`src/rtl/multi_ring_tracer.sv`:
```
// multi_ring_tracer: exact squared distance from the beam to N_CH centres using
// incremental (x-c)^2 accumulators, seeded each frame by a shared shift-add squarer.
module multi_ring_tracer #(
  parameter int N_CH     = 4,
  parameter int COORD_W  = 10,
  parameter int H_ACTIVE = 640,
  parameter int V_ACTIVE = 480,
  parameter int H_TOTAL  = 800,
  parameter int V_TOTAL  = 525,
  localparam int DW      = 2 * COORD_W + 1,
  localparam int IDXW    = (N_CH > 1) ? $clog2(N_CH) : 1
) (
  input  logic                    clk,
  input  logic                    reset,
  input  logic [COORD_W-1:0]      hpos,
  input  logic [COORD_W-1:0]      vpos,
  input  logic                    display_on,
  input  logic [N_CH*COORD_W-1:0] cx_in,
  input  logic [N_CH*COORD_W-1:0] cy_in,
  input  logic [N_CH-1:0]         ch_en,
  output logic [N_CH*DW-1:0]      dist2,
  output logic                    d2_valid,
  output logic [DW-1:0]           min_d2,
  output logic [IDXW-1:0]         min_idx,
  output logic                    min_valid,
  output logic                    ready,
  output logic                    busy
);

  if (2 * N_CH * (COORD_W + 1) + 2 > H_TOTAL || V_ACTIVE >= V_TOTAL) begin : g_param_check
    $error("multi_ring_tracer: squarer pass does not fit in one blanking line");
  end

  localparam int SW = $clog2(COORD_W + 1);

  localparam logic [1:0] S_IDLE = 2'd0;
  localparam logic [1:0] S_SQ_X = 2'd1;
  localparam logic [1:0] S_SQ_Y = 2'd2;
  localparam logic [1:0] S_LOAD = 2'd3;

  localparam logic [COORD_W-1:0] H_LAST  = COORD_W'(H_TOTAL - 1);
  localparam logic [COORD_W-1:0] H_EOL   = COORD_W'(H_ACTIVE);
  localparam logic [COORD_W-1:0] V_LATCH = COORD_W'(V_ACTIVE);

  logic [N_CH*COORD_W-1:0] sh_cx, sh_cy;
  logic [N_CH-1:0]         sh_en;

  logic [1:0]         state;
  logic [IDXW-1:0]    ch_q;
  logic [SW-1:0]      step_q;
  logic [COORD_W-1:0] sq_a, nxt_op;
  logic [DW-1:0]      sq_m, sq_acc;

  logic [DW-1:0]        col0_q  [N_CH];
  logic signed [DW:0]   row_q   [N_CH];
  logic signed [DW:0]   col_q   [N_CH];
  logic signed [DW:0]   row_inc [N_CH];
  logic signed [DW:0]   col_inc [N_CH];
  logic [DW-1:0]        sum     [N_CH];
  logic signed [COORD_W+1:0] dx, dy;

  logic          latch, eol, sq_wb, last_ch, pix, found;
  logic [DW-1:0]   best_d;
  logic [IDXW-1:0] best_i;

  assign latch   = (hpos == '0) && (vpos == V_LATCH);
  assign eol     = (hpos == H_EOL) && (vpos < V_LATCH);
  assign sq_wb   = (step_q == SW'(COORD_W));
  assign last_ch = (ch_q == IDXW'(N_CH - 1));
  assign pix     = ready && display_on;
  assign busy    = (state != S_IDLE);

  // Operand for the square after the current writeback; SQ_X rolls into cy[0].
  always_comb begin
    nxt_op = sh_cy[COORD_W-1:0];
    for (int unsigned k = 1; k < N_CH; k++) begin
      if (ch_q == IDXW'(k - 1))
        nxt_op = (state == S_SQ_X) ? sh_cx[k*COORD_W +: COORD_W] : sh_cy[k*COORD_W +: COORD_W];
    end
  end

  always_ff @(posedge clk) begin
    if (reset) begin
      sh_cx  <= '0;
      sh_cy  <= '0;
      sh_en  <= '0;
      state  <= S_IDLE;
      ch_q   <= '0;
      step_q <= '0;
      sq_a   <= '0;
      sq_m   <= '0;
      sq_acc <= '0;
      ready  <= 1'b0;
    end else begin
      if (latch) begin
        sh_cx <= cx_in;
        sh_cy <= cy_in;
        sh_en <= ch_en;
      end
      case (state)
        S_IDLE: begin
          if (latch) begin
            state  <= S_SQ_X;
            ch_q   <= '0;
            step_q <= '0;
            sq_a   <= cx_in[COORD_W-1:0];
            sq_m   <= {{(DW-COORD_W){1'b0}}, cx_in[COORD_W-1:0]};
            sq_acc <= '0;
          end
        end
        S_SQ_X, S_SQ_Y: begin
          if (!sq_wb) begin
            if (sq_a[0]) sq_acc <= sq_acc + sq_m;
            sq_a   <= sq_a >> 1;
            sq_m   <= sq_m << 1;
            step_q <= step_q + SW'(1);
          end else begin
            step_q <= '0;
            sq_acc <= '0;
            sq_a   <= nxt_op;
            sq_m   <= {{(DW-COORD_W){1'b0}}, nxt_op};
            if (last_ch) begin
              ch_q  <= '0;
              state <= (state == S_SQ_X) ? S_SQ_Y : S_LOAD;
            end else begin
              ch_q <= ch_q + IDXW'(1);
            end
          end
        end
        S_LOAD: begin
          ready <= 1'b1;
          state <= S_IDLE;
        end
        default: state <= S_IDLE;
      endcase
    end
  end

  // Increments are 2*d+1 with d sign-extended, i.e. (d+1)^2 - d^2.
  always_comb begin
    dx = '0;
    dy = '0;
    for (int unsigned k = 0; k < N_CH; k++) begin
      dx = $signed({2'b00, hpos}) - $signed({2'b00, sh_cx[k*COORD_W +: COORD_W]});
      dy = $signed({2'b00, vpos}) - $signed({2'b00, sh_cy[k*COORD_W +: COORD_W]});
      col_inc[k] = {{(DW-COORD_W-1){dx[COORD_W+1]}}, dx[COORD_W:0], 1'b1};
      row_inc[k] = {{(DW-COORD_W-1){dy[COORD_W+1]}}, dy[COORD_W:0], 1'b1};
      sum[k]     = DW'(row_q[k] + col_q[k]);
    end
  end

  always_ff @(posedge clk) begin
    if (reset) begin
      for (int unsigned k = 0; k < N_CH; k++) begin
        col0_q[k] <= '0;
        row_q[k]  <= '0;
        col_q[k]  <= '0;
      end
    end else begin
      for (int unsigned k = 0; k < N_CH; k++) begin
        if (sq_wb && state == S_SQ_X && ch_q == IDXW'(k)) col0_q[k] <= sq_acc;
        if (sq_wb && state == S_SQ_Y && ch_q == IDXW'(k)) row_q[k] <= {1'b0, sq_acc};
        else if (eol) row_q[k] <= row_q[k] + row_inc[k];
        if (hpos == H_LAST) col_q[k] <= {1'b0, col0_q[k]};
        else if (display_on) col_q[k] <= col_q[k] + col_inc[k];
      end
    end
  end

  // Strict less-than while scanning upward keeps ties on the lowest index.
  always_comb begin
    best_d = '1;
    best_i = '0;
    found  = 1'b0;
    for (int unsigned k = 0; k < N_CH; k++) begin
      if (sh_en[k] && (!found || dist2[k*DW +: DW] < best_d)) begin
        found  = 1'b1;
        best_d = dist2[k*DW +: DW];
        best_i = IDXW'(k);
      end
    end
  end

  always_ff @(posedge clk) begin
    if (reset) begin
      dist2     <= '0;
      d2_valid  <= 1'b0;
      min_d2    <= '1;
      min_idx   <= '0;
      min_valid <= 1'b0;
    end else begin
      d2_valid <= pix;
      for (int unsigned k = 0; k < N_CH; k++)
        dist2[k*DW +: DW] <= pix ? sum[k] : '0;
      min_valid <= d2_valid && found;
      min_d2    <= d2_valid ? best_d : '1;
      min_idx   <= d2_valid ? best_i : '0;
    end
  end

endmodule

```
`config.mk`:
```
export PLATFORM = sky130hd
export DESIGN_NAME = multi_ring_tracer
export DESIGN_NICKNAME = d
export VERILOG_FILES = /design/src/rtl/multi_ring_tracer.sv
export SDC_FILE = /design/constraint.sdc
export NUM_CORES = 2
export LEC_CHECK = 0
export CAP_MARGIN = 10
export CORE_MARGIN = 2
export CORE_UTILIZATION = 55
export DETAILED_ROUTE_END_ITERATION = 6
export GPL_TIMING_DRIVEN = 0
export PLACE_DENSITY = 0.73
export SLEW_MARGIN = 5
export SYNTH_ARGS = -nofsm -noshare
export SYNTH_HDL_FRONTEND = slang
export SYNTH_SLANG_ARGS = --single-unit
```
`constraint.sdc`:
```
create_clock -name clk -period 9.1 [get_ports clk]
set_input_delay 0.91 -clock clk [delete_from_list [all_inputs] [get_ports clk]]
set_output_delay 0.91 -clock clk [all_outputs]
set_load 0.02 [all_outputs]
```
==> impl_metrics.csv <==
group,metric,value,unit
synth,yosys.area_share.adder,0.154,
job,drv.max_cap_violation_count,0,
synth,postSynthNetCount,4599,
clock_tree,cts_root_buffer,"clkbuf_16",
timing,setup_repair_after_global_routing_missed_its_margin,"false",
global_routing,grt-ovfl-total,0,
synth,yosysTopAreaCell,"edfxtp_1",
timing,slew_headroom,0.0949,
floorplanning,fp-row-count,93,
global_routing,track_usage,0.345,
cells_and_area,fraction_of_layout_instances_using_a_drive_strength_above_1,0.0344,
timing,setup_violations,0,
clock_tree,cts-htree-levels,2,
power,total_power_divided_by_cell_area,162,nW/um2
synth,synth.mux.area_fraction,0.0131,
worst_setup_path,biggest_cell_delay_along_the_critical_path,0.57,ns
synth,synth_seq_area_share,0.357,
timing,slew_viol_final,0,
synth,synth_warnings,0,
timing,final.hold.worst_slack,0.451,ns
synth,synth-seq-cells,506,
floorplanning,die-width,258,um
global_routing,grt_pass1_wl,174000,um
drt,vias_post_dr,31648,
synth,netlist_area,35500,um2
cells_and_area,finish.instance_area,40700,um2
timing,fmax,115,MHz
min_path,min_path_type,"flop to flop",
drt,drt-wirelength-per-cell,22.3,um
run_status,run_status,"complete, no violations",
timing,worst_slack,0.418,ns
drt,drt_wl_total,117000,um
synth,synth_enable_flop_cells,252,
power,total_leakage_power,0.0169,uW
synth,mean_post_synth_cell_area,8.71,um2
timing,worst_clock_skew,0.0154,ns
cells_and_area,areaGrowthSynthToFinish,14.9,%
cells_and_area,final_net_count,4878,
drt,drc_marker_count_from_the_first_detailed_route_iteration,3236,
synth,synth_compound_area_frac,0.199,
synth,synthXorXnorAreaFrac,0.0620,
timing,final_hold_viol_count,0,
floorplanning,core_area,64100,um2
clock_tree,cts_inserted_buffers,55,
synth,post_synth_inst_count,4069,
synth,ys_top_cells_by_count,"nand2_1, ha_1, nor2_1",
drt,ant_nets,0,
clock_tree,clock_path_buffers,3,
global_routing,grt_pass1_vias,29098,
synth,netlist_top_cells_area,"edfxtp_1, dfxtp_1, ha_1, nand2_1, a21oi_1",
timing,finalCritPeriodShare,0.954,
power,peakVddDrop,144,uV
worst_setup_path,critical_path_arrival,9.24,ns
synth,synth-async-reset-ratio,0,
drt,drc,0,
placed_design,placed_cells_incl_taps,5145,
clock_tree,tritoncts,"built",
cells_and_area,post_layout_nonfiller_instances,5256,
power,totalPowerFinal,6600,uW
clock_tree,clock-sinks,506,
placed_design,gpl.final_weighted_congestion,1.03,
placed_design,postPlaceCellArea,38800,um2
synth,synthFlopType,"dfxtp_1",
worst_setup_path,crit_path_start_kind,"flop",
synth,synth_top_cell_area_share,0.213,
floorplanning,initial_core_util,0.553,
drt,detailedRoute.firstPassIterationCount,6,
placed_design,pre_cts_ws,-0.408,ns
floorplanning,die-area,66500,um2
worst_setup_path,crit_path_end_kind,"flop",
synth,synth_top_family_by_area,"compound AO/OA/AOI/OAI gates",
synth,synth_cell_types,83,
timing,timing_worst_slew_pin_value,1.36,ns
worst_setup_path,worst-setup-path-type,"flop to flop",
floorplanning,number_of_top_level_design_ports,218,
placed_design,dp.final_hpwl,93500,um
floorplanning,floorplan.die.height,258,um
drt,post_drt_via_cell_ratio,6.02,
synth,synthMostInstantiatedCell,"nand2_1",
clock_tree,worst_setup_hold_path_clk_slew,0.06,ns
global_routing,grt_start_max_net_pins,62,
worst_setup_path,timing.critical_path.slowest_stage_cell,"mux2i_1",
clock_tree,insertion_delay,0.63,ns
synth,post_synth_and_or_nand_nor_area_fraction,0.174,
timing,final_period_minus_worst_setup_slack,8.68,ns
global_routing,grt_antenna_before_repair,2,
worst_setup_path,critical_path_required,9.66,ns
placed_design,number_of_port_buffers,217,
worst_setup_path,crit_fanout,10,
==> kinds of logic after synthesis <==
logic type	count (synthesis)
mux	46
fa+ha+maj	423
flops	506
xor+xnor	251
buf+inv	388
compound gates	1131
simple gates	1324
==> power breakdown <==
group	leakage (uW)	internal, uW	switching [uW]	total (uW)
sequential	0.00465	2520	106	2630
clock	0.000940	1340	997	2340
combinational	0.0113	655	982	1640
==> cell type report <==
| class | instances | area (um2) |
|---|---|---|
| Timing Repair Buffer | 222 | 2230 |
| Clock buffer | 76 | 1630 |
| Sequential cell | 506 | 12700 |
| Tap cell | 855 | 1070 |
| Multi-Input combinational cell | 3175 | 21400 |
| Buffer | 169 | 682 |
| Fill cell | 5520 | 23400 |
| Antenna cell | 8 | 20.0 |
| Clock inverter | 26 | 250 |
| Inverter | 219 | 822 |
==> repair_timing <==
item | CTS | global route
hold buffers | 0 | 0
resized for setup | 4 | 20
endpoints found under the setup margin | 23 | 23
setup buffers | 0 | 0
==> sequential cells by signal, summed over array words and instances, names as in the netlist <==
name and cells:
ch_q 2, col0_q 84, col_q 84, d2_valid 1, dist2 84, min_d2 21, min_idx 2, min_valid 1
ready 1, row_q 84, sh_cx 40, sh_cy 40, sh_en 4, sq_a 10, sq_acc 21, sq_m 21
state 2, step_q 4
==> placed cells by master (no fill, tap or decap), types with 55 or more instances in the layout <==
cell and count:
nand2_1 477, ha_1 402, nor2_1 326, a21oi_1 321, dfxtp_1 254, edfxtp_1 252
o21ai_0 227, inv_1 219, clkdlybuf4s50_1 217, clkbuf_1 155, xnor2_1 133, xor2_1 118
and3_1 113, nor3_1 101, a21o_1 94, o21ai_1 87, nor2b_1 64, nand3_1 59
nand2b_1 57, clkbuf_16 57, a211oi_1 55
==> worst max-delay path: cells and delay by family, from the launching register on <==
kind,cells,cell delay [ns]
and+or+nand+nor,8,2.08
muxes,1,0.57
adders and majority gates,3,0.75
buffers and inverters,6,1.51
DFF,1,0.49
AOI/OAI and AO/OA,14,3.21
==> stage by stage <==
step / TNS, ns / utilization
after global placement: -7.29 / 0.604
after floorplan: 0 / -
final: 0 / 0.635
after CTS: 0 / 0.634
after global routing: 0 / 0.635
after detailed placement: -7.32 / 0.605
==> path summary, 6_finish.rpt <==
| check | start | depth (start not counted) | end | slack, ns |
|---|---|---|---|---|
| max reg2reg | sh_en[0] | 32 | min_d2[2] | 0.42 |
| min reg2reg | sh_cy[27] | 2 | sh_cy[27] | 0.45 |
| min | sh_cy[27] | 2 | sh_cy[27] | 0.45 |
| max | sh_en[0] | 32 | min_d2[2] | 0.42 |
==> per-layer routing <==
metal  GRT usage  routed length [um]  share of wire
met5           0                  10       0.000085
met2       0.518               49400           0.42
met3      0.0609               12800           0.11
met1       0.476               48600           0.41
met4       0.184                6670          0.057
Power figures use the tool's default switching activity.
